==> config.mk <==
export PLATFORM = sky130hd
export DESIGN_NAME = stream_pad2d_flat
export DESIGN_NICKNAME = d
export VERILOG_FILES = /design/src/rtl/stream_pad2d_if.sv /design/src/rtl/stream_pad2d.sv /design/src/flat_wrapper.sv
export SDC_FILE = /design/constraint.sdc
export NUM_CORES = 1
export LEC_CHECK = 0
export BUFFER_PORTS_ARGS = -buffer_cell sky130_fd_sc_hd__buf_2
export CAP_MARGIN = 0
export CELL_PAD_IN_SITES_DETAIL_PLACEMENT = 1
export CELL_PAD_IN_SITES_GLOBAL_PLACEMENT = 2
export CORE_UTILIZATION = 31
export DETAILED_ROUTE_END_ITERATION = 10
export GPL_ROUTABILITY_DRIVEN = 0
export PLACE_DENSITY = 0.86
export RECOVER_POWER = 100
export SLEW_MARGIN = 0
export SYNTH_ARGS = -nofsm -noshare
export SYNTH_HDL_FRONTEND = slang
export SYNTH_SLANG_ARGS = --single-unit
==> constraint.sdc <==
create_clock -name clk -period 2.35 [get_ports clk]
set_input_delay 0.3525 -clock clk [delete_from_list [all_inputs] [get_ports clk]]
set_output_delay 0.3525 -clock clk [all_outputs]
set_load 0.01 [all_outputs]
==> src/rtl/stream_pad2d_if.sv <==
// Valid/ready stream bundle for stream_pad2d.
// Slave side is the padding block, master side drives it.
interface stream_pad2d_if #(
  parameter int DATA_WIDTH = 16
) ();
  logic                  valid_in;
  logic                  ready_in;
  logic [DATA_WIDTH-1:0] data_in;
  logic                  valid_out;
  logic                  ready_out;
  logic [DATA_WIDTH-1:0] data_out;
  logic                  last_out;
  logic                  busy;

  modport slave (
    input  valid_in,
    input  data_in,
    input  ready_out,
    output ready_in,
    output valid_out,
    output data_out,
    output last_out,
    output busy
  );

  modport master (
    output valid_in,
    output data_in,
    output ready_out,
    input  ready_in,
    input  valid_out,
    input  data_out,
    input  last_out,
    input  busy
  );
endinterface

==> src/rtl/stream_pad2d.sv <==
// Raster-stream 2D padding stage: wraps each IMG_W x IMG_H x CHANNELS
// frame in a PAD-wide border of PAD_VAL under full valid/ready flow control.
module stream_pad2d #(
  parameter int DATA_WIDTH = 16,
  parameter int IMG_W      = 8,
  parameter int IMG_H      = 8,
  parameter int CHANNELS   = 1,
  parameter int PAD        = 1,
  parameter logic signed [DATA_WIDTH-1:0] PAD_VAL = '0
) (
  input logic           clk,
  input logic           rst_n,
  stream_pad2d_if.slave bus
);

  localparam int OW  = IMG_W + 2 * PAD;
  localparam int OH  = IMG_H + 2 * PAD;
  localparam int CW  = (CHANNELS > 1) ? $clog2(CHANNELS) : 1;
  localparam int CLW = (OW > 1) ? $clog2(OW) : 1;
  localparam int RW  = (OH > 1) ? $clog2(OH) : 1;

  localparam logic [CW-1:0]  CH_LAST  = CW'(CHANNELS - 1);
  localparam logic [CLW-1:0] COL_LAST = CLW'(OW - 1);
  localparam logic [RW-1:0]  ROW_LAST = RW'(OH - 1);

  typedef enum logic {
    S_IDLE,
    S_ACTIVE
  } state_t;

  state_t r_state;
  state_t w_state_nxt;

  logic [CW-1:0]  r_ch;
  logic [CLW-1:0] r_col;
  logic [RW-1:0]  r_row;

  logic                  r_valid;
  logic [DATA_WIDTH-1:0] r_data;
  logic                  r_last;

  logic w_active;
  logic w_col_in;
  logic w_row_in;
  logic w_interior;
  logic w_slot_free;
  logic w_ready;
  logic w_load;
  logic w_ch_last;
  logic w_col_last;
  logic w_end;

  generate
    if (PAD == 0) begin : g_nopad
      assign w_col_in = 1'b1;
      assign w_row_in = 1'b1;
    end else begin : g_pad
      localparam logic [CLW-1:0] COL_LO = CLW'(PAD);
      localparam logic [CLW-1:0] COL_HI = CLW'(PAD + IMG_W - 1);
      localparam logic [RW-1:0]  ROW_LO = RW'(PAD);
      localparam logic [RW-1:0]  ROW_HI = RW'(PAD + IMG_H - 1);
      assign w_col_in = (r_col >= COL_LO) && (r_col <= COL_HI);
      assign w_row_in = (r_row >= ROW_LO) && (r_row <= ROW_HI);
    end
  endgenerate

  assign w_active    = (r_state == S_ACTIVE);
  assign w_interior  = w_col_in & w_row_in;
  assign w_slot_free = !r_valid | bus.ready_out;
  assign w_ready     = w_active & w_interior & w_slot_free;
  // Border loads never wait on input; interior loads need a sample.
  assign w_load      = w_active & w_slot_free
                     & (!w_interior | bus.valid_in);

  assign w_ch_last  = (r_ch == CH_LAST);
  assign w_col_last = (r_col == COL_LAST);
  assign w_end      = w_ch_last & w_col_last
                    & (r_row == ROW_LAST);

  always_comb begin
    w_state_nxt = r_state;
    unique case (r_state)
      S_IDLE: begin
        if (bus.valid_in) w_state_nxt = S_ACTIVE;
      end
      S_ACTIVE: begin
        if (w_load && w_end) w_state_nxt = S_IDLE;
      end
    endcase
  end

  always_ff @(posedge clk) begin
    if (!rst_n) begin
      r_state <= S_IDLE;
    end else begin
      r_state <= w_state_nxt;
    end
  end

  always_ff @(posedge clk) begin
    if (!rst_n) begin
      r_ch  <= '0;
      r_col <= '0;
      r_row <= '0;
    end else if (w_load) begin
      if (w_end) begin
        r_ch  <= '0;
        r_col <= '0;
        r_row <= '0;
      end else if (w_ch_last) begin
        r_ch <= '0;
        if (w_col_last) begin
          r_col <= '0;
          r_row <= r_row + RW'(1);
        end else begin
          r_col <= r_col + CLW'(1);
        end
      end else begin
        r_ch <= r_ch + CW'(1);
      end
    end
  end

  // Output slot holds its sample until the consumer takes it.
  always_ff @(posedge clk) begin
    if (!rst_n) begin
      r_valid <= 1'b0;
      r_data  <= '0;
      r_last  <= 1'b0;
    end else if (w_load) begin
      r_valid <= 1'b1;
      r_data  <= w_interior ? bus.data_in : PAD_VAL;
      r_last  <= w_end;
    end else if (bus.ready_out) begin
      r_valid <= 1'b0;
      r_last  <= 1'b0;
    end
  end

  assign bus.ready_in  = w_ready;
  assign bus.valid_out = r_valid;
  assign bus.data_out  = r_data;
  assign bus.last_out  = r_last;
  assign bus.busy      = w_active;

endmodule

==> src/flat_wrapper.sv <==
// flat-port wrapper written by rule: the top's interface ports become plain ports
module stream_pad2d_flat 
#(
  parameter int DATA_WIDTH = 16,
  parameter int IMG_W      = 8,
  parameter int IMG_H      = 8,
  parameter int CHANNELS   = 1,
  parameter int PAD        = 1,
  parameter logic signed [DATA_WIDTH-1:0] PAD_VAL = '0
)
  (clk, rst_n, bus_valid_in, bus_data_in, bus_ready_out, bus_ready_in, bus_valid_out, bus_data_out, bus_last_out, bus_busy);
  stream_pad2d_if #(.DATA_WIDTH(DATA_WIDTH)) bus_i ();
  input logic clk;
  input logic rst_n;
  input wire logic [$bits(bus_i.valid_in)-1:0] bus_valid_in;
  input wire logic [$bits(bus_i.data_in)-1:0] bus_data_in;
  input wire logic [$bits(bus_i.ready_out)-1:0] bus_ready_out;
  output wire logic [$bits(bus_i.ready_in)-1:0] bus_ready_in;
  output wire logic [$bits(bus_i.valid_out)-1:0] bus_valid_out;
  output wire logic [$bits(bus_i.data_out)-1:0] bus_data_out;
  output wire logic [$bits(bus_i.last_out)-1:0] bus_last_out;
  output wire logic [$bits(bus_i.busy)-1:0] bus_busy;
  assign bus_i.valid_in = bus_valid_in;
  assign bus_i.data_in = bus_data_in;
  assign bus_i.ready_out = bus_ready_out;
  assign bus_ready_in = bus_i.ready_in;
  assign bus_valid_out = bus_i.valid_out;
  assign bus_data_out = bus_i.data_out;
  assign bus_last_out = bus_i.last_out;
  assign bus_busy = bus_i.busy;
  stream_pad2d #(.DATA_WIDTH(DATA_WIDTH), .IMG_W(IMG_W), .IMG_H(IMG_H), .CHANNELS(CHANNELS), .PAD(PAD), .PAD_VAL(PAD_VAL)) u_core (.clk(clk), .rst_n(rst_n), .bus(bus_i));
endmodule
==> flow_summary.yaml <==
outcome:
  status: "complete, no violations"
cts:
  clock_sinks: 27
  cts_setup_buffers: 0
  cts_root_buffer: "clkbuf_8"
  cts-buffers-inserted: 3
  clk_pin_slew_ns: 0.10
  cts-hold-fix-buffers: 0
  tritoncts: "built"
  cts_buffer_depth: 2
  ctsResizeCount: 0
  htree_levels: 1
  insertion_delay_ns: 0.28
critical_path:
  crit_type: "flip-flop to flip-flop"
  path_buf_inv: 1
  crit_path_end_kind: "flip-flop"
  crit_chain: "inv_1 -> ha_1 -> nor4b_1 -> a211o_2 -> o31ai_4 -> a22o_1"
  cpPeakStageDelay_ns: 0.56
  cp-start-kind: "flip-flop"
  reg2reg_from: "u_core.r_row[0]"
  crit_path_start: "u_core.r_row[0]"
  r2r_setup_slack_ns: 0.17
  cp.depth: 6
  crit_family: "compound AO/OA/AOI/OAI gates"
  worst_ep_arrival_time_ns: 2.41
  rr_endpoint: "u_core.bus.data_out[12]"
  endpoint: "u_core.bus.data_out[12]"
  reg2reg_depth: 6
  slowest_stage: "o31ai_4"
  required_ns: 2.58
  cp_max_fo: 16
sta:
  setup_slack_ns: 0.174
  maxSlewViolCount: 0
  setup_viol: 0
  rsz0062_at_grt: "false"
  worst_hold_slack_ns: 0.275
  slew_headroom_pct: 45.7
  post-route-period-util_pct: 92.6
  clock_skew_ns: 0.00371
  worstMarginPinSlew_ns: 0.809
  fmax_mhz: 459
  post-route-min-period_ns: 2.18
  hold_viol_final: 0
  fin_setup_tns_ns: 0
synthesis:
  synth.top_cell.area_share_pct: 41.3
  synth_ff_type: "dfxtp_1"
  synthTopCellsByCount: "dfxtp_1, a22o_1, nand2_1"
  synth_area_sq_um: 1310
  synthCells: 123
  synthArstFlopShare_pct: 0
  yosys-top-cells-area: "dfxtp_1, a22o_1, ha_1"
  yosysMostFrequentCell: "dfxtp_1"
  synth_edf_count: 0
  synth-seq-cells: 27
  yosys_warnings: 0
  synth_nets: 146
  synthDistinctLibCells: 45
  ys_seq_area_share_pct: 41.3
  yosysTopAreaCell: "dfxtp_1"
  avgSynthCellArea_sq_um: 10.7
floorplan:
  rows: 23
  die_w_um: 67.0
  die_area_sq_um: 4490
  coreArea_sq_um: 4030
  boundaryPins: 40
  start_util_pct: 32.5
  die_h_um: 67.0
routing:
  dr_total_vias: 1093
  first_iter_violations: 18
  dr.pass1.iters: 4
  wl_per_cell_um: 14.2
  final_antenna_net_count: 0
  post-route-drc-count: 0
  vias_per_cell: 5.16
  routed_wl_um: 3010
final_layout:
  antenna_cells: 0
  area_growth_pct: 16.7
  drive_above_1_share_pct: 20.4
  final_nets: 186
  design_area_sq_um: 1530
place:
  dp_slack_ns: 0.179
  dpl_cell_area_sq_um: 1530
  hpwl_um: 2310
  portBuffers: 39
power:
  ir_drop_uv: 230
  leakagePower_nw: 0.591
  pwr_density_cell_nw_per_um2: 568
  total_power_mw: 0.869
worst_hold_path:
  hp-class: "primary input to flip-flop"
run:
  cap_violations: 0
grt:
  grt_pass1_wl_um: 5110
  antenna_found_initial: 0
  grt_overflow: 0
  gr-usage-all-layers_pct: 14.9
  grt_max_degree: 17
  grt_pass1_vias: 1128
-- cell usage in the layout (no fill, tap or decap), types with 2 or more instances in the layout --
master    count
ha_1          3
nand2b_1      2
nor4_1        2
mux2i_1       2
a31oi_1       3
nor3_1        3
dfxtp_1      27
clkbuf_8      3
a21oi_1       3
buf_2        19
nor2b_1       2
nand4_1       2
nand3b_1      3
o21ai_1       2
nor2_1        6
clkbuf_1     20
nand2_1       9
inv_1         6
a22o_1       16
or3_1         2
nand3_1       2
-- worst min path at each step --
stage                            startpoint                 endpoint  depth (start not counted)
global placement     u_core.bus.data_out[4]   u_core.bus.data_out[4]                          1
finish                       bus_data_in[7]   u_core.bus.data_out[7]                          2
floorplan                   bus_data_in[10]  u_core.bus.data_out[10]                          1
detailed placement  u_core.bus.data_out[11]  u_core.bus.data_out[11]                          1
CTS                         bus_data_in[15]  u_core.bus.data_out[15]                          2
global route                 bus_data_in[0]   u_core.bus.data_out[0]                          2
-- flip-flops by register name, summed over array words and instances, names as in the netlist --
name                  cells
u_core.bus.busy           1
u_core.bus.data_out      16
u_core.bus.last_out       1
u_core.bus.valid_out      1
u_core.r_col              4
u_core.r_row              4
-- cells by family (layout without fill, tap and decap cells) --
kind of cell | count (synthesis) | in the layout | synth area share, %
xor gates and xnor gates | 1 | 1 | 2.10
AOI/OAI and AO/OA | 37 | 37 | 23.2
adders and majority gates | 3 | 3 | 2.87
buffers and inverters | 12 | 51 | 6.88
DFF | 27 | 27 | 41.3
and+or+nand+nor | 40 | 40 | 21.3
muxes | 3 | 3 | 2.39
-- worst reg2reg max path: cells and delay by family, from the launching register on --
kind,cells,cell delay [ns]
DFF,1,0.41
buffers and inverters,1,0.09
and+or+nand+nor,1,0.17
AOI/OAI and AO/OA,3,1.21
adders and majority gates,1,0.24
-- stage by stage --
stage | instances | util [%]
after floorplan | 123 | -
final | 212 | 38.0
after global placement | 208 | 37.9
after global routing | 212 | 38.0
after detailed placement | 208 | 37.9
after CTS | 212 | 39.1
-- metal layers --
layer	track usage [%]	wire (um)	vias up
li1	-	-	541
met1	19.2	1380	524
met2	24.9	1500	24
met3	1.71	96	4
met4	6.12	41	0
met5	0	0	-
-- power by group --
group / total [mW] / switching, mW / leakage (nW) / internal [mW]
logic: 0.106 / 0.0627 / 0.351 / 0.0429
registers: 0.481 / 0.0156 / 0.218 / 0.466
clock network: 0.282 / 0.161 / 0.0217 / 0.121
-- area by class of cell --
cell class,count,area (sq um)
Clock buffer,3,41.3
Clock inverter,1,7.51
Fill cell,491,2500
Inverter,7,40.0
Multi-Input combinational cell,84,659
Sequential cell,27,541
Tap cell,50,62.6
Timing Repair Buffer,40,178
Power figures use the tool's default switching activity.
